File: config.mk
export PLATFORM = sky130hd
export DESIGN_NAME = sym_lookup_seq
export DESIGN_NICKNAME = d
export VERILOG_FILES = /design/src/rtl/sym_pkg.sv /design/src/rtl/sym_fifo.sv /design/src/rtl/sym_lookup_seq.sv
export SDC_FILE = /design/constraint.sdc
export NUM_CORES = 1
export LEC_CHECK = 0
export BUFFER_PORTS_ARGS = -buffer_cell sky130_fd_sc_hd__buf_2
export CAP_MARGIN = 30
export CORE_AREA = 2 2 79 99
export DETAILED_ROUTE_END_ITERATION = 16
export DIE_AREA = 0 0 81 101
export HOLD_SLACK_MARGIN = 0.08
export SLEW_MARGIN = 20
export SYNTH_ARGS = -nofsm -noshare
export SYNTH_HDL_FRONTEND = slang
export SYNTH_SLANG_ARGS = --single-unit
File: constraint.sdc
create_clock -name CS -period 4.1 [get_ports CS]
set_clock_uncertainty 0.1 [all_clocks]
set_input_delay 0.82 -clock CS [delete_from_list [all_inputs] [get_ports CS]]
set_output_delay 0.82 -clock CS [all_outputs]
set_load 0.05 [all_outputs]
File: src/rtl/sym_pkg.sv
// Shared definitions for the symbol lookup sequencer.
//   state_t  : sequencer FSM states
//   SYM_TERM : word terminator symbol
//   ROM_LAT  : lookup ROM read latency in CS edges (registered output)
package sym_pkg;

  typedef enum logic [1:0] {
    IDLE  = 2'd0,
    ISSUE = 2'd1,
    CAPT  = 2'd2,
    HOLD  = 2'd3
  } state_t;

  localparam logic [7:0]  SYM_TERM = 8'h00;
  localparam int unsigned ROM_LAT  = 1;

endpackage

File: src/rtl/sym_fifo.sv
// Small synchronous FIFO buffering input symbols.
// Ports:
//   i_clk, i_rst     : clock, asynchronous active-high reset
//   i_push, i_din    : write request and data (ignored when full)
//   i_pop            : read request (ignored when empty)
//   o_dout           : head entry (combinational read)
//   o_full, o_empty  : occupancy flags
//   o_count          : number of stored entries (AW+1 bits)
module sym_fifo #(
  parameter int unsigned DEPTH = 4,
  parameter int unsigned AW    = 2
) (
  input  logic          i_clk,
  input  logic          i_rst,
  input  logic          i_push,
  input  logic          i_pop,
  input  logic [7:0]    i_din,
  output logic [7:0]    o_dout,
  output logic          o_full,
  output logic          o_empty,
  output logic [AW:0]   o_count
);

  logic [7:0]    r_mem [DEPTH];
  logic [AW-1:0] r_wr_ptr;
  logic [AW-1:0] r_rd_ptr;
  logic [AW:0]   r_count;
  logic          w_push;
  logic          w_pop;

  assign o_full  = (r_count == (AW+1)'(DEPTH));
  assign o_empty = (r_count == '0);
  assign o_count = r_count;
  assign o_dout  = r_mem[r_rd_ptr];

  assign w_push = i_push & ~o_full;
  assign w_pop  = i_pop & ~o_empty;

  // Pointers are AW bits wide and DEPTH is 2**AW, so they wrap naturally.
  always_ff @(posedge i_clk or posedge i_rst) begin
    if (i_rst) begin
      r_wr_ptr <= '0;
      r_rd_ptr <= '0;
      r_count  <= '0;
      for (int unsigned i = 0; i < DEPTH; i++) begin
        r_mem[i] <= '0;
      end
    end else begin
      if (w_push) begin
        r_mem[r_wr_ptr] <= i_din;
        r_wr_ptr        <= r_wr_ptr + AW'(1);
      end
      if (w_pop) begin
        r_rd_ptr <= r_rd_ptr + AW'(1);
      end
      case ({w_push, w_pop})
        2'b10:   r_count <= r_count + (AW+1)'(1);
        2'b01:   r_count <= r_count - (AW+1)'(1);
        default: r_count <= r_count;
      endcase
    end
  end

endmodule

File: src/rtl/sym_lookup_seq.sv
// Upstream sequencer for the 256-entry symbol-code lookup ROM.
// Buffers input symbols, issues each as a ROM address, captures the
// registered ROM output and hands it downstream with an end-of-word flag
// for the terminator symbol 8'h00.
// Ports:
//   CS, cen             : clock, asynchronous active-high reset
//   in_valid/in_data    : input symbol handshake, in_ready = FIFO not full
//   rom_add, rom_data   : ROM address (registered) and registered ROM data
//   out_valid/out_ready : output handshake; out_data code, out_last terminator
//   busy                : FSM active or FIFO non-empty
//   word_cnt            : terminators delivered (only with WORD_COUNT_EN)
// Build option: define WORD_COUNT_EN to add the word_cnt output.
module sym_lookup_seq
  import sym_pkg::*;
#(
  parameter int unsigned DEPTH = 4,
  parameter int unsigned AW    = 2
) (
  input  logic       CS,
  input  logic       cen,
  input  logic       in_valid,
  input  logic [7:0] in_data,
  output logic       in_ready,
  output logic [7:0] rom_add,
  input  logic [7:0] rom_data,
  output logic       out_valid,
  output logic [7:0] out_data,
  output logic       out_last,
  input  logic       out_ready,
  output logic       busy
`ifdef WORD_COUNT_EN
  ,
  output logic [7:0] word_cnt
`endif
);

  state_t      r_state;
  logic [7:0]  r_rom_add;
  logic        r_is_term;
  logic [1:0]  r_lat;
  logic        r_out_valid;
  logic [7:0]  r_out_data;
  logic        r_out_last;

  logic [7:0]  w_dout;
  logic        w_full;
  logic        w_empty;
  logic [AW:0] w_count;
  logic        w_push;
  logic        w_hs;
  logic        w_pop;

  assign w_push = in_valid & ~w_full;
  assign w_hs   = (r_state == HOLD) & out_ready;
  // Pop from IDLE, or straight from HOLD on handshake (back-to-back path).
  assign w_pop  = ~w_empty & ((r_state == IDLE) | w_hs);

  sym_fifo #(
    .DEPTH(DEPTH),
    .AW   (AW)
  ) u_fifo (
    .i_clk  (CS),
    .i_rst  (cen),
    .i_push (w_push),
    .i_pop  (w_pop),
    .i_din  (in_data),
    .o_dout (w_dout),
    .o_full (w_full),
    .o_empty(w_empty),
    .o_count(w_count)
  );

  always_ff @(posedge CS or posedge cen) begin
    if (cen) begin
      r_state     <= IDLE;
      r_rom_add   <= '0;
      r_is_term   <= 1'b0;
      r_lat       <= '0;
      r_out_valid <= 1'b0;
      r_out_data  <= '0;
      r_out_last  <= 1'b0;
    end else begin
      if (w_pop) begin
        r_rom_add <= w_dout;
        r_is_term <= (w_dout == SYM_TERM);
        r_lat     <= '0;
      end
      case (r_state)
        IDLE: begin
          if (!w_empty) r_state <= ISSUE;
        end
        // Address held stable for ROM_LAT edges while the ROM samples it.
        ISSUE: begin
          if (r_lat == 2'(ROM_LAT - 1)) r_state <= CAPT;
          else                          r_lat   <= r_lat + 2'd1;
        end
        CAPT: begin
          r_out_data  <= rom_data;
          r_out_last  <= r_is_term;
          r_out_valid <= 1'b1;
          r_state     <= HOLD;
        end
        HOLD: begin
          if (out_ready) begin
            r_out_valid <= 1'b0;
            r_state     <= w_empty ? IDLE : ISSUE;
          end
        end
        default: r_state <= IDLE;
      endcase
    end
  end

`ifdef WORD_COUNT_EN
  logic [7:0] r_word_cnt;

  always_ff @(posedge CS or posedge cen) begin
    if (cen) begin
      r_word_cnt <= '0;
    end else if (w_hs && r_out_last) begin
      r_word_cnt <= r_word_cnt + 8'd1;
    end
  end

  assign word_cnt = r_word_cnt;
`endif

  assign in_ready  = ~w_full;
  assign rom_add   = r_rom_add;
  assign out_valid = r_out_valid;
  assign out_data  = r_out_data;
  assign out_last  = r_out_last;
  assign busy      = (r_state != IDLE) | (w_count != '0);

endmodule

Yosys cells after proc, flatten, opt, wreduce, memory -nomap -nowiden
Cells that the tools add are included.
{ "classes": {"addsub": 5, "magnitude_cmp": 3, "n_eq_ne": 9, "n_mux": 17, "bitwise": 11, "n_reduce_logical": 11} }
{ "op_table": {"columns": ["op", "count"], "rows": [
  ["$bwmux W32", 1],
  ["$mux W8", 3],
  ["$bmux W8 S2", 1],
  ["$demux W8 S2", 1],
  ["$mux W2", 6],
  ["$logic_not A8 Y1", 1],
  ["$pmux W2 S4", 1],
  ["$add A2 B1 Y2 const B", 3],
  ["$eq A2 B2 Y1 const B", 3],
  ["$ge A3 B3 Y1 const B", 2],
  ["$ne A2 B2 Y1 const B", 3],
  ["$not A2 Y3", 2],
  ["$pmux W3 S2", 1],
  ["$reduce_bool A2 Y1", 3],
  ["$and A1 B1 Y1", 5],
  ["$eq A2 B1 Y1 const B", 2],
  ["$logic_not A2 Y1", 2],
  ["$add A3 B1 Y3 const B", 1],
  ["$eq A3 B3 Y1 const B", 1],
  ["$logic_not A3 Y1", 1],
  ["$lt A3 B1 Y1 const B", 1],
  ["$reduce_and A3 Y1", 1],
  ["$reduce_bool A3 Y1", 1],
  ["$sub A3 B1 Y3 const B", 1],
  ["6 further kinds", 9]
]} }
{ "word_totals": {"regBits": 62, "in_bits": 20, "output_inout_bits": 20, "wordCells": 70} }

Depth between registers and ports, before layout
Gate-level depths: netlist of run 1.
{ "logic_depth": {"ltp_word": 7, "mapped_depth": 12, "ltp_nobuf": 11} }

Modules after synthesis
From an unflattened synthesis of run 1, not the netlist that was laid out.
{ "hier_totals": {"cells_unflattened": 195, "area_unflattened_um2": 2866.5} }
{ "by_module_without_submodules": {"columns": ["module", "instances", "cells_per_inst", "area_per_inst_um2", "seq_area_each_um2"], "rows": [
  ["sym_fifo", 1, 115, 1788.0, 975.9],
  ["sym_lookup_seq", 1, 80, 1078.5, 575.6]
]} }

Worst setup path after synthesis of run 1
Ideal clock, no wire load.
{ "synth_timing": {"path_type": "input to register", "start": "in out_ready", "end": "reg u_fifo.r_count[2], in the netlist u_fifo.o_count[2]", "setup_time_ps": 79, "t_arrival_ps": 2407, "t_required_ps": 3921, "setup_slack_ps": 1513, "stages": 10, "path_buffers": 1, "path_cell_list": "a21oi_1 or2_1 inv_1 buf_2 ha_1 inv_1 fa_1 xor2_1 nor2_1 xor2_1"} }
{ "synth_via": {"elab_chain_len": 6, "elab_cells_between_ends": 8, "classes_between": "eq/ne (2); mux (1); bitwise (4); reduce/logical (1)"} }
{ "synth_lines": {"columns": ["element", "line_no", "source"], "rows": [
  ["start: declaration", "sym_lookup_seq.sv:29", "input logic out_ready,"],
  ["$and A1 B1 Y1 *", "sym_lookup_seq.sv:54", "assign w_hs = (r_state == HOLD) & out_ready;"],
  ["$or A1 B1 Y1 *", "sym_lookup_seq.sv:56", "assign w_pop = ~w_empty & ((r_state == IDLE) | w_hs);"],
  ["$and A1 B1 Y1 *", "sym_lookup_seq.sv:56", null],
  ["named net u_fifo.i_pop", "sym_fifo.sv:16", "input logic i_pop,"],
  ["$and A1 B1 Y1 *", "sym_fifo.sv:37", "assign w_pop = i_pop & ~o_empty;"],
  ["$eq A2 B1 Y1 / $eq A2 B2 Y1 (equally long branches)", "sym_fifo.sv:56", "case ({w_push, w_pop})"],
  ["$pmux W3 S2 / $reduce_bool A2 Y1 (equally long branches)", null, null],
  ["end signal: assignment", "sym_fifo.sv:57", "2'b10: r_count <= r_count + (AW+1)'(1);"],
  ["end signal: assignment", "sym_fifo.sv:58", "2'b01: r_count <= r_count - (AW+1)'(1);"],
  ["end signal: assignment", "sym_fifo.sv:59", "default: r_count <= r_count;"],
  ["end: declaration", "sym_fifo.sv:27", "logic [AW:0] r_count;"]
]} }
The timed path passes the listed nets; every way through them passes the cells marked *.
A chain may end at the register's enable or synchronous reset.

Worst setup path in the final report of run 1
{ "layout_timing": {"start": "reg r_state[0]", "end": "reg u_fifo.r_count[2], in the netlist u_fifo.o_count[2]"} }
{ "layout_via": {"elab_chain_len": 7, "elab_cells_between_ends": 10, "classes_between": "eq/ne (3); mux (1); bitwise (4); reduce/logical (2)"} }
{ "layout_lines": {"columns": ["element", "line_no", "source"], "rows": [
  ["start: declaration", "sym_lookup_seq.sv:37", "state_t r_state;"],
  ["start signal: assignment", "sym_lookup_seq.sv:106", "r_state <= w_empty ? IDLE : ISSUE;"],
  ["$eq A2 B2 Y1", "sym_lookup_seq.sv:54", null],
  ["$and A1 B1 Y1", "sym_lookup_seq.sv:54", null],
  ["$or A1 B1 Y1 *", "sym_lookup_seq.sv:56", null],
  ["$and A1 B1 Y1 *", "sym_lookup_seq.sv:56", null],
  ["$and A1 B1 Y1 *", "sym_fifo.sv:37", null],
  ["$eq A2 B1 Y1 / $eq A2 B2 Y1 (equally long branches)", "sym_fifo.sv:56", null],
  ["$pmux W3 S2 / $reduce_bool A2 Y1 (equally long branches)", null, null]
]} }
Every way passes the cells marked *; elsewhere a longest branch is shown, timed or not.

==> tab_implementation.tex, run 1 <==
\begin{tabular}{lr}
\hline
Metric & Value \\
\hline
\multicolumn{2}{l}{\textbf{Logic synthesis}} \\
Number of synthesis warnings & 0 \\
Most frequent cells after synthesis & 62 x sky130\_fd\_sc\_hd\_\_dfrtp\_1, 47 x sky130\_fd\_sc\_hd\_\_mux2\_2, 12 x sky130\_fd\_sc\_hd\_\_ha\_1, 12 x sky130\_fd\_sc\_hd\_\_inv\_1 \\
Net count after synthesis & 223 \\
Biggest area contributors in the synthesized netlist & sky130\_fd\_sc\_hd\_\_dfrtp\_1 55\%, sky130\_fd\_sc\_hd\_\_mux2\_2 19\%, sky130\_fd\_sc\_hd\_\_ha\_1 5.3\% \\
Post-synthesis cell type with the largest combined area & sky130\_fd\_sc\_hd\_\_dfrtp\_1 \\
Post-synthesis sequential element count & 62 \\
Area share of the largest cell type after synthesis & 55.1\% \\
Syn Inst Count & 190 \\
Count of flip-flops with a built-in enable after synthesis & 0 \\
Post-Syn Area per Cell & 14.8 um2 \\
Primary flip-flop cell chosen by synthesis mapping & sky130\_fd\_sc\_hd\_\_dfrtp\_1 \\
Fraction of registers with async set or reset after synthesis & 100\% \\
Count of cell types in the netlist & 30 \\
Count leader, synth & sky130\_fd\_sc\_hd\_\_dfrtp\_1 \\
Cell area after technology mapping & 0.00282 mm2 \\
Portion of the post-synthesis area used by sequential elements & 55.1\% \\
\multicolumn{2}{l}{\textbf{Worst setup path}} \\
Required time of the critical path & 4260 ps \\
CP Capture Type & register \\
Cell repeated most along the worst path & sky130\_fd\_sc\_hd\_\_inv\_1 \\
Crit Reg-Reg Startpoint & r\_state[0]\$\_DFFE\_PP0P\_ \\
Sum of buffers and inverters on the critical path & 3 \\
Highest net fanout along the worst path & 11 \\
Critical-path top delay cell & sky130\_fd\_sc\_hd\_\_dfrtp\_1 \\
R2r endpoint & u\_fifo.o\_count[2]\$\_DFFE\_PP0P\_ \\
Worst setup startpoint & r\_state[0]\$\_DFFE\_PP0P\_ \\
Internal reg-to-reg setup slack & 1350 ps \\
Worst setup SP type & register \\
Worst path cell trace & inv\_1 > ha\_1 > a21oi\_1 > or2\_1 > inv\_1 > ha\_1 > inv\_1 > fa\_1 > xor2\_1 > nor2\_1 > xor2\_1 \\
Instance count on the critical path & 11 \\
Arrival time at the worst endpoint & 2910 ps \\
Category of the most critical setup path & register to register \\
Number of cells on the worst reg-to-reg path & 11 \\
Max stage delay on crit path & 410 ps \\
Family of cells with the greatest summed delay on the critical path & adder cells \\
\multicolumn{2}{l}{\textbf{CTS}} \\
Clk buf depth & 2 \\
Clock sink total & 62 \\
Number of buffers created by CTS & 9 \\
Clock slew seen by the registers of the worst setup and hold paths & 70 ps \\
CTS-repair resized insts & 0 \\
CTS HTree Levels & 3 \\
Hold-fix buffer count after cts & 0 \\
Cell chosen for the clock root & sky130\_fd\_sc\_hd\_\_clkbuf\_8 \\
Clock insertion delay at the later pin of the skew report & 340 ps \\
TritonCTS clock tree & done \\
Post-CTS setup buffer count & 0 \\
\multicolumn{2}{l}{\textbf{Status}} \\
Outcome & finished clean \\
\multicolumn{2}{l}{\textbf{Placement}} \\
Half-perimeter wire length after placement & 3.52 mm \\
Number of I/O port buffers & 39 \\
Last weighted congestion value of the routability-driven placer & 0.705 \\
Pre-CTS setup slack & 1170 ps \\
DP Area & 0.00310 mm2 \\
Instance count after placement with tap cells included & 316 \\
\multicolumn{2}{l}{\textbf{STA}} \\
Number of slew-limit violations in the final report & 0 \\
Slew Limit Headroom & 55.9\% \\
Final number of setup-violating endpoints & 0 \\
Final hold violation count & 0 \\
RSZ-0062 raised after global routing & false \\
Fin Hold WS & 386 ps \\
Share of the cycle needed by the critical path after routing & 67.0\% \\
Clock period minus worst slack & 2750 ps \\
Slew @ Worst Pin & 661 ps \\
Fin Setup TNS & 0 ps \\
Final critical-path setup slack & 1350 ps \\
F\_max & 364 MHz \\
\multicolumn{2}{l}{\textbf{Hold path}} \\
Hold path endpoint & rom\_add[5]\$\_DFFE\_PP0P\_ \\
Hold depth & 1 \\
Hold Crit Class & register to register \\
Min-Delay Startpoint & rom\_add[5]\$\_DFFE\_PP0P\_ \\
\multicolumn{2}{l}{\textbf{Finish}} \\
Finished Cell Area & 0.00333 mm2 \\
Layout Utilization & 45.7\% \\
Fraction of layout instances using a drive strength above 1 & 45.8\% \\
Synth-to-layout area growth & 18.1\% \\
Number of fill cells in the layout & 669 \\
Nets & 268 \\
Diodes inserted & 0 \\
Final cell count without fillers & 332 \\
\multicolumn{2}{l}{\textbf{Routing}} \\
DRT Pass-1 Iters & 4 \\
Drt drc & 0 \\
Average detailed-routed wire length per instance & 14.9 um \\
Drt via density & 4.97 \\
Post-detailed-route count of antenna-violating nets & 0 \\
Starting DRT DRC Count & 47 \\
Number of vias after detailed routing & 1649 \\
Aggregate routed wire length & 4.94 mm \\
\multicolumn{2}{l}{\textbf{Floorplan}} \\
Standard cell core area & 0.00727 mm2 \\
Number of top-level pins & 40 \\
X dimension of the die & 81 um \\
Effective utilization at floorplan & 38.7\% \\
Row count & 35 \\
Die Ht & 101 um \\
Die Outline Area & 0.00818 mm2 \\
\multicolumn{2}{l}{\textbf{Global route}} \\
Global-route wire length before repair & 8.24 mm \\
Maximum number of pins on one net before global-route repair & 34 \\
Total global routing overflow & 0 \\
Number of global-route vias before repair & 1694 \\
Number of antenna violations at the first check in global routing & 0 \\
Total GRT Usage & 13.9\% \\
\multicolumn{2}{l}{\textbf{Power}} \\
Pwr per Cell Area & 929 mW/mm2 \\
Total leakage power & 1.51 nW \\
Max rail drop VDD & 0.357 mV \\
Sum of internal, switching and leakage power & 3.09 mW \\
\multicolumn{2}{l}{\textbf{Flow run}} \\
Number of maximum-capacitance violations & 0 \\
\hline
\end{tabular}
sequential cells by signal, indices dropped and copies added (netlist names), 2 cells and up:
register,flops
out_data,8
r_lat,2
r_state,2
rom_add,8
u_fifo.o_count,3
u_fifo.r_mem,32
u_fifo.r_rd_ptr,2
u_fifo.r_wr_ptr,2
placed cells by master (no fill, tap or decap), drive strengths merged, types with 3 or more instances in the layout:
cell type  count
xor2           3
nand3          4
nand2          5
o31ai          3
clkbuf        10
inv           14
a21oi          3
mux2          51
mux4           8
buf           40
dfrtp         62
ha            12
xnor2          3
report_power, final:
part	total [mW]	switching [mW]	internal [mW]
Sequential	1.12	0.197	0.920
Clock	0.614	0.251	0.363
Combinational	1.36	0.749	0.609
Total	3.09	1.20	1.89
worst max-delay path by stage:
stage                                    endpoint  slack (ps)
floorplan           u_fifo.o_count[2]$_DFFE_PP0P_        1510
global placement    u_fifo.o_count[2]$_DFFE_PP0P_        1250
detailed placement  u_fifo.o_count[2]$_DFFE_PP0P_        1170
CTS                 u_fifo.o_count[2]$_DFFE_PP0P_        1330
global route        u_fifo.o_count[2]$_DFFE_PP0P_        1120
finish              u_fifo.o_count[2]$_DFFE_PP0P_        1350
layer usage:
layer	vias to the layer above	global-route usage [%]	part of all wire [%]
met5	-	0	0
met2	34	22.2	49
met3	11	3.32	4.8
li1	772	-	-
met4	0	9.78	3.3
met1	832	16.2	43
cells by family after synthesis:
family          Yosys count  synth area share, %
flops                    62                 55.1
fa+ha+maj                13                 6.04
compound gates           12                 3.07
mux                      59                 27.2
simple gates             20                 3.78
xor+xnor                  6                 1.87
buf+inv                  18                 2.98
layout make-up:
class	instances	area [um2]	area share, %
Clock buffer	10	138	4.14
Clock inverter	6	92.6	2.78
Inverter	12	45.0	1.35
Multi-Input combinational cell	110	1180	35.5
Sequential cell	62	1550	46.7
Tap cell	92	115	3.46
Timing Repair Buffer	40	203	6.09
worst register-to-register path: stages (launching register included):
cell                      delay (ps)
sky130_fd_sc_hd__dfrtp_1         410
sky130_fd_sc_hd__inv_1           150
sky130_fd_sc_hd__ha_1            220
sky130_fd_sc_hd__a21oi_1          80
sky130_fd_sc_hd__or2_1           280
sky130_fd_sc_hd__inv_1           320
sky130_fd_sc_hd__ha_1            260
sky130_fd_sc_hd__inv_1            60
sky130_fd_sc_hd__fa_1            370
sky130_fd_sc_hd__xor2_1          150
sky130_fd_sc_hd__nor2_1          120
sky130_fd_sc_hd__xor2_1          160
Note: power is estimated with default switching activity, not from simulation.
==> run 2, diff against run 1 <==
clock period = 2.9 ns   (was 4.1 ns; I/O delays follow)
==> run 2 against run 1 <==
Sequential power is 41% higher. Count of clock-buffer cells in the layout up 2. Largest cell class unchanged. Combinational power grew 45%. Highest routed layer unchanged.
==> tab_implementation.tex, run 2 (synthesis gave the netlist of run 1 again) <==
\begin{tabular}{lr}
\hline
Metric & Value \\
\hline
\multicolumn{2}{l}{\textbf{Status}} \\
Outcome & finished clean (unchanged) \\
\multicolumn{2}{l}{\textbf{Finish}} \\
Most common cell after layout, fill and taps aside & sky130\_fd\_sc\_hd\_\_dfrtp\_1 (unchanged) \\
Fraction of layout instances using a drive strength above 1 & 45.7\% (was 45.8\%) \\
Register ranked first by flip-flop count & u\_fifo.r\_mem (unchanged) \\
Nets & 271 (was 268) \\
Most frequent cells in the layout & 62 x sky130\_fd\_sc\_hd\_\_dfrtp\_1, 47 x sky130\_fd\_sc\_hd\_\_mux2\_2, 39 x sky130\_fd\_sc\_hd\_\_buf\_2, 12 x sky130\_fd\_sc\_hd\_\_ha\_1, 11 x sky130\_fd\_sc\_hd\_\_inv\_1 (unchanged) \\
Largest register FFs & 32 (unchanged) \\
Diodes inserted & 0 (unchanged) \\
Number of fill cells in the layout & 666 (was 669) \\
Synth-to-layout area growth & 18.8\% (was 18.1\%) \\
\multicolumn{2}{l}{\textbf{Routing}} \\
DRT Pass-1 Iters & 2 (was 4) \\
Drt drc & 0 (unchanged) \\
Number of vias after detailed routing & 1651 (was 1649) \\
Post-detailed-route count of antenna-violating nets & 0 (unchanged) \\
Starting DRT DRC Count & 61 (was 47) \\
Aggregate routed wire length & 5.05 mm (was 4.94 mm) \\
Average detailed-routed wire length per instance & 15.1 um (was 14.9 um) \\
Drt via density & 4.93 (was 4.97) \\
\multicolumn{2}{l}{\textbf{CTS}} \\
Clock sink total & 62 (unchanged) \\
Clock slew seen by the registers of the worst setup and hold paths & 70 ps (about the same) \\
CTS HTree Levels & 3 (unchanged) \\
Clock insertion delay at the later pin of the skew report & 320 ps (was 340 ps) \\
Clk buf depth & 2 (unchanged) \\
Cell chosen for the clock root & sky130\_fd\_sc\_hd\_\_clkbuf\_8 (unchanged) \\
Hold-fix buffer count after cts & 0 (unchanged) \\
TritonCTS clock tree & done (unchanged) \\
Post-CTS setup buffer count & 0 (unchanged) \\
Number of buffers created by CTS & 9 (unchanged) \\
CTS-repair resized insts & 0 (unchanged) \\
\multicolumn{2}{l}{\textbf{STA}} \\
Fin Hold WS & 259 ps (was 386 ps) \\
Fin Setup TNS & 0 ps (unchanged) \\
Slew Limit Headroom & 53.9\% (was 55.9\%) \\
RSZ-0062 raised after global routing & false (unchanged) \\
Clock period minus worst slack & 2470 ps (was 2750 ps) \\
Share of the cycle needed by the critical path after routing & 85.0\% (was 67.0\%) \\
Number of slew-limit violations in the final report & 0 (unchanged) \\
F\_max & 406 MHz (was 364 MHz) \\
Final number of setup-violating endpoints & 0 (unchanged) \\
Slew @ Worst Pin & 690 ps (was 661 ps) \\
Final hold violation count & 0 (unchanged) \\
\multicolumn{2}{l}{\textbf{Floorplan}} \\
X dimension of the die & 81 um (unchanged) \\
Effective utilization at floorplan & 38.7\% (unchanged) \\
Row count & 35 (unchanged) \\
Number of top-level pins & 40 (unchanged) \\
Die Outline Area & 0.00818 mm2 (unchanged) \\
Die Ht & 101 um (unchanged) \\
Standard cell core area & 0.00727 mm2 (unchanged) \\
\multicolumn{2}{l}{\textbf{Worst setup path}} \\
Worst setup SP type & register (unchanged) \\
Number of cells on the worst reg-to-reg path & 11 (unchanged) \\
Arrival time at the worst endpoint & 2610 ps (was 2910 ps) \\
Highest net fanout along the worst path & 4 (was 11) \\
CP Capture Type & register (unchanged) \\
Category of the most critical setup path & register to register (unchanged) \\
Required time of the critical path & 3040 ps (was 4260 ps) \\
\multicolumn{2}{l}{\textbf{Placement}} \\
Number of I/O port buffers & 39 (unchanged) \\
Half-perimeter wire length after placement & 3.72 mm (was 3.52 mm) \\
Last weighted congestion value of the routability-driven placer & 0.704 (was 0.705) \\
\multicolumn{2}{l}{\textbf{Global route}} \\
Maximum number of pins on one net before global-route repair & 33 (was 34) \\
Number of antenna violations at the first check in global routing & 0 (unchanged) \\
Global-route wire length before repair & 8.53 mm (was 8.24 mm) \\
Total GRT Usage & 14.1\% (was 13.9\%) \\
Number of global-route vias before repair & 1809 (was 1694) \\
Total global routing overflow & 0 (unchanged) \\
\multicolumn{2}{l}{\textbf{Power}} \\
Switching share of total power & 38.2\% (was 38.8\%) \\
Register share of total power & 36.2\% (about the same) \\
Clock network fraction of design power & 18.6\% (was 19.9\%) \\
Power spent charging and discharging nets & 1.67 mW (was 1.20 mW) \\
Pwr per Cell Area & 1310 mW/mm2 (was 929 mW/mm2) \\
Total leakage power & 1.53 nW (was 1.51 nW) \\
Max rail drop VDD & 0.580 mV (was 0.357 mV) \\
Combinational Power Share & 45.1\% (was 44.0\%) \\
P\_int & 2.70 mW (was 1.89 mW) \\
\multicolumn{2}{l}{\textbf{Flow run}} \\
Number of maximum-capacitance violations & 0 (unchanged) \\
\multicolumn{2}{l}{\textbf{Hold path}} \\
Hold Crit Class & input port to asynchronous set/reset pin (was register to register) \\
\hline
\end{tabular}
run 2: cell count changes in the layout (fill, tap and decap cells not counted), sizes merged:
cell      before  now
buf           40   43
clkbuf        10   12
clkinv         0    2
clkinvlp       2    0
inv           14   12
run 2: worst paths after layout:
path,start,to,slack (ps)
worst max-delay path,r_state[0]$_DFFE_PP0P_,u_fifo.o_count[2]$_DFFE_PP0P_,430
worst min-delay path,cen,rom_add[0]$_DFFE_PP0P_,260
worst max register to register,r_state[0]$_DFFE_PP0P_,u_fifo.o_count[2]$_DFFE_PP0P_,430
worst min register to register,rom_add[4]$_DFFE_PP0P_,rom_add[4]$_DFFE_PP0P_,390
max in group asynchronous,cen,u_fifo.r_mem[1]$_DFFE_PP0P_,1830
min in group CS,out_ready,out_valid$_DFFE_PP0P_,360
run 2: critical path, stage by stage, from the launching register on:
cell                      delay [ps]
sky130_fd_sc_hd__dfrtp_1         410
sky130_fd_sc_hd__inv_1           140
sky130_fd_sc_hd__ha_1            220
sky130_fd_sc_hd__a21oi_1          80
sky130_fd_sc_hd__or2_1           280
sky130_fd_sc_hd__inv_1            90
sky130_fd_sc_hd__ha_1            180
sky130_fd_sc_hd__inv_1            60
sky130_fd_sc_hd__fa_1            380
sky130_fd_sc_hd__xor2_1          160
sky130_fd_sc_hd__nor2_1          110
sky130_fd_sc_hd__xor2_1          170
run 2: final cells by class:
class,count,area (um2),share of cell area (%)
clock buffers,12,145,4.34
clock inverters,4,70.1,2.09
inverters,12,45.0,1.35
multi-input cells,110,1180,35.3
flip-flops and latches,62,1550,46.4
well taps,92,115,3.44
repair buffers,43,238,7.11
run 2: routing by layer:
| metal | share of wire (%) | GRT usage, % | wire [um] |
|---|---|---|---|
| met3 | 3.8 | 4.84 | 194 |
| met2 | 52 | 24.3 | 2640 |
| met4 | 1.4 | 5.48 | 70 |
| met5 | 0 | 0 | 0 |
| met1 | 42 | 15.8 | 2140 |
run 2: stage by stage:
stage                     total power, mW  cell area, um2  setup WS (ps)  util (%)  std cells
after floorplan                      3.14            2820            399         -        190
after global placement               3.55            3130            586      43.1        319
after detailed placement             3.61            3130            470      43.1        319
after CTS                            4.45            3350            410      46.0        335
after global routing                 4.68            3350            255      46.0        335
final                                4.37            3350            434      46.0        335
run 2: power groups by stage:
stage	sequential (mW)	combinational (mW)	clock [mW]
2_1_floorplan	1.93	1.21	0
3_3_place_gp	1.59	1.96	0
3_5_place_dp	1.61	2.00	0
4_1_cts	1.59	2.01	0.844
5_1_grt	1.64	2.15	0.888
6_report	1.58	1.97	0.815
==> run 3, diff against run 2 <==
clock period = 2.4 ns   (was 2.9 ns; I/O delays follow)
==> run 3 against run 2 <==
First-iteration DRC count down 28%. Die area unchanged. Sequential cell count unchanged. Critical endpoint unchanged. Core utilization up 1.2 points. Combinational power up 28%. Non-clock buffer count up 8. Critical path type unchanged. Via count up 1.5%. Register-to-register slack worse by 290 ps. Fmax up 9.3%. Global-route usage up 0.18 points.
==> tab_implementation.tex, run 3 (synthesis gave the netlist of run 1 again) <==
\begin{tabular}{lr}
\hline
Metric & Value \\
\hline
\multicolumn{2}{l}{\textbf{Status}} \\
Outcome & finished clean (unchanged) \\
\multicolumn{2}{l}{\textbf{CTS}} \\
Number of buffers created by CTS & 9 (unchanged) \\
CTS HTree Levels & 3 (unchanged) \\
Clock insertion delay at the later pin of the skew report & 340 ps (was 320 ps) \\
TritonCTS clock tree & done (unchanged) \\
Clock slew seen by the registers of the worst setup and hold paths & 70 ps (about the same) \\
Clock sink total & 62 (unchanged) \\
Clk buf depth & 2 (unchanged) \\
Cell chosen for the clock root & sky130\_fd\_sc\_hd\_\_clkbuf\_8 (unchanged) \\
\multicolumn{2}{l}{\textbf{Power}} \\
Pwr per Cell Area & 1580 mW/mm2 (was 1310 mW/mm2) \\
Max rail drop VDD & 0.633 mV (was 0.580 mV) \\
Total leakage power & 1.57 nW (was 1.53 nW) \\
\multicolumn{2}{l}{\textbf{Finish}} \\
Most frequent cells in the layout & 62 x sky130\_fd\_sc\_hd\_\_dfrtp\_1, 47 x sky130\_fd\_sc\_hd\_\_mux2\_2, 39 x sky130\_fd\_sc\_hd\_\_buf\_2, 11 x sky130\_fd\_sc\_hd\_\_ha\_1, 10 x sky130\_fd\_sc\_hd\_\_clkbuf\_8 (was 62 x sky130\_fd\_sc\_hd\_\_dfrtp\_1, 47 x sky130\_fd\_sc\_hd\_\_mux2\_2, 39 x sky130\_fd\_sc\_hd\_\_buf\_2, 12 x sky130\_fd\_sc\_hd\_\_ha\_1, 11 x sky130\_fd\_sc\_hd\_\_inv\_1) \\
Register ranked first by flip-flop count & u\_fifo.r\_mem (unchanged) \\
Fraction of layout instances using a drive strength above 1 & 48.2\% (was 45.7\%) \\
Final cell count without fillers & 343 (was 335) \\
Synth-to-layout area growth & 21.9\% (was 18.8\%) \\
Seq. cell area & 0.00155 mm2 (unchanged) \\
Footprint of the multi-input gates & 0.00119 mm2 (was 0.00118 mm2) \\
Diodes inserted & 0 (unchanged) \\
Largest register FFs & 32 (unchanged) \\
Nets & 279 (was 271) \\
Most common cell after layout, fill and taps aside & sky130\_fd\_sc\_hd\_\_dfrtp\_1 (unchanged) \\
Layout Utilization & 47.2\% (was 46.0\%) \\
Number of fill cells in the layout & 660 (was 666) \\
\multicolumn{2}{l}{\textbf{Worst setup path}} \\
Required time of the critical path & 2570 ps (was 3040 ps) \\
Highest net fanout along the worst path & 4 (unchanged) \\
Category of the most critical setup path & register to register (unchanged) \\
Sum of buffers and inverters on the critical path & 3 (unchanged) \\
Worst setup SP type & register (unchanged) \\
Critical-path top delay cell & sky130\_fd\_sc\_hd\_\_dfrtp\_1 (unchanged) \\
Arrival time at the worst endpoint & 2420 ps (was 2610 ps) \\
Max stage delay on crit path & 420 ps (was 410 ps) \\
Family of cells with the greatest summed delay on the critical path & adder cells (unchanged) \\
CP Capture Type & register (unchanged) \\
Worst path cell trace & inv\_2 > ha\_4 > a21oi\_1 > or2\_1 > inv\_1 > ha\_1 > inv\_1 > fa\_1 > xor2\_1 > nor2\_1 > xor2\_1 (was inv\_1 > ha\_1 > a21oi\_1 > or2\_1 > inv\_1 > ha\_1 > inv\_1 > fa\_1 > xor2\_1 > nor2\_1 > xor2\_1) \\
\multicolumn{2}{l}{\textbf{Global route}} \\
Total GRT Usage & 14.3\% (was 14.1\%) \\
Number of antenna violations at the first check in global routing & 0 (unchanged) \\
Total global routing overflow & 0 (unchanged) \\
Number of global-route vias before repair & 1719 (was 1809) \\
Global-route wire length before repair & 8.45 mm (was 8.53 mm) \\
Maximum number of pins on one net before global-route repair & 30 (was 33) \\
\multicolumn{2}{l}{\textbf{Routing}} \\
Aggregate routed wire length & 5.19 mm (was 5.05 mm) \\
Starting DRT DRC Count & 44 (was 61) \\
Drt via density & 4.88 (was 4.93) \\
Number of vias after detailed routing & 1675 (was 1651) \\
Average detailed-routed wire length per instance & 15.1 um (about the same) \\
DRT Pass-1 Iters & 3 (was 2) \\
Drt drc & 0 (unchanged) \\
Post-detailed-route count of antenna-violating nets & 0 (unchanged) \\
\multicolumn{2}{l}{\textbf{Floorplan}} \\
Standard cell core area & 0.00727 mm2 (unchanged) \\
Effective utilization at floorplan & 38.7\% (unchanged) \\
Number of top-level pins & 40 (unchanged) \\
X dimension of the die & 81 um (unchanged) \\
Die Ht & 101 um (unchanged) \\
Row count & 35 (unchanged) \\
Die Outline Area & 0.00818 mm2 (unchanged) \\
\multicolumn{2}{l}{\textbf{Placement}} \\
Number of I/O port buffers & 39 (unchanged) \\
Pre-CTS setup slack & 33.7 ps (was 470 ps) \\
Instance count after placement with tap cells included & 324 (was 319) \\
Half-perimeter wire length after placement & 3.72 mm (about the same) \\
Last weighted congestion value of the routability-driven placer & 0.696 (was 0.704) \\
\multicolumn{2}{l}{\textbf{STA}} \\
Clock period minus worst slack & 2260 ps (was 2470 ps) \\
Final number of setup-violating endpoints & 0 (unchanged) \\
RSZ-0062 raised after global routing & false (unchanged) \\
Fin Setup TNS & 0 ps (unchanged) \\
Number of slew-limit violations in the final report & 0 (unchanged) \\
Share of the cycle needed by the critical path after routing & 94.0\% (was 85.0\%) \\
F\_max & 443 MHz (was 406 MHz) \\
Final hold violation count & 0 (unchanged) \\
Slew @ Worst Pin & 516 ps (was 690 ps) \\
Final critical-path setup slack & 143 ps (was 434 ps) \\
Slew Limit Headroom & 64.7\% (was 53.9\%) \\
\multicolumn{2}{l}{\textbf{Flow run}} \\
Number of maximum-capacitance violations & 0 (unchanged) \\
\multicolumn{2}{l}{\textbf{Hold path}} \\
Hold Crit Class & input port to register (was input port to asynchronous set/reset pin) \\
\hline
\end{tabular}
-- run 3: cell types whose count changed in the layout (fill, tap and decap cells not counted), sizes merged --
cell,previous run,this run
buf,43,50
dlygate4sd3,0,1
-- run 3: repair_timing --
item	CTS	global route
resized for setup	0	2
hold endpoints to repair	19	0
buffers inserted	0	2
hold buffers	1	0
endpoints found under the setup margin	0	1
-- run 3: report_power, final --
part | total (mW) | switching [mW] | leakage, nW | internal, mW
Clock | 1.01 | 0.398 | 0.110 | 0.610
Sequential | 1.89 | 0.315 | 0.741 | 1.57
Combinational | 2.53 | 1.35 | 0.716 | 1.18
-- run 3: per-layer routing --
metal	vias to the layer above	wire length, um	track usage (%)	part of all wire [%]
li1	792	-	-	-
met3	9	229	5.11	4.4
met4	0	99	6.65	1.9
met1	843	2260	16.5	43
met2	31	2610	23.4	50
met5	-	0	0	0
-- run 3: layout make-up --
cell class,instances,area share (%)
sequential,62,45.2
clock buffer,12,4.23
tap,92,3.35
clock inverter,4,2.04
multi-input combinational,110,34.8
inverter,12,1.31
timing repair buffer,51,9.11
-- run 3: metrics by stage --
stage	hold WS, ps	total power, mW	cell area (um2)
after floorplan	370	3.81	2820
after global placement	365	4.38	3180
after detailed placement	378	4.44	3180
after CTS	224	5.46	3410
after global routing	229	5.79	3430
final	247	5.42	3430
-- run 3: final timing paths --
| path | start | end | slack [ps] | depth (start not counted) |
|---|---|---|---|---|
| max in group asynchronous | cen | u_fifo.r_mem[4]$_DFFE_PP0P_ | 1030 | 4 |
| max reg2reg | r_state[0]$_DFFE_PP0P_ | u_fifo.o_count[2]$_DFFE_PP0P_ | 140 | 11 |
| min | out_ready | out_valid$_DFFE_PP0P_ | 250 | 2 |
| max | r_state[0]$_DFFE_PP0P_ | u_fifo.o_count[2]$_DFFE_PP0P_ | 140 | 11 |
| min reg2reg | rom_add[4]$_DFFE_PP0P_ | rom_add[4]$_DFFE_PP0P_ | 390 | 1 |
| min in group asynchronous | cen | out_data[1]$_DFFE_PP0P_ | 600 | 3 |
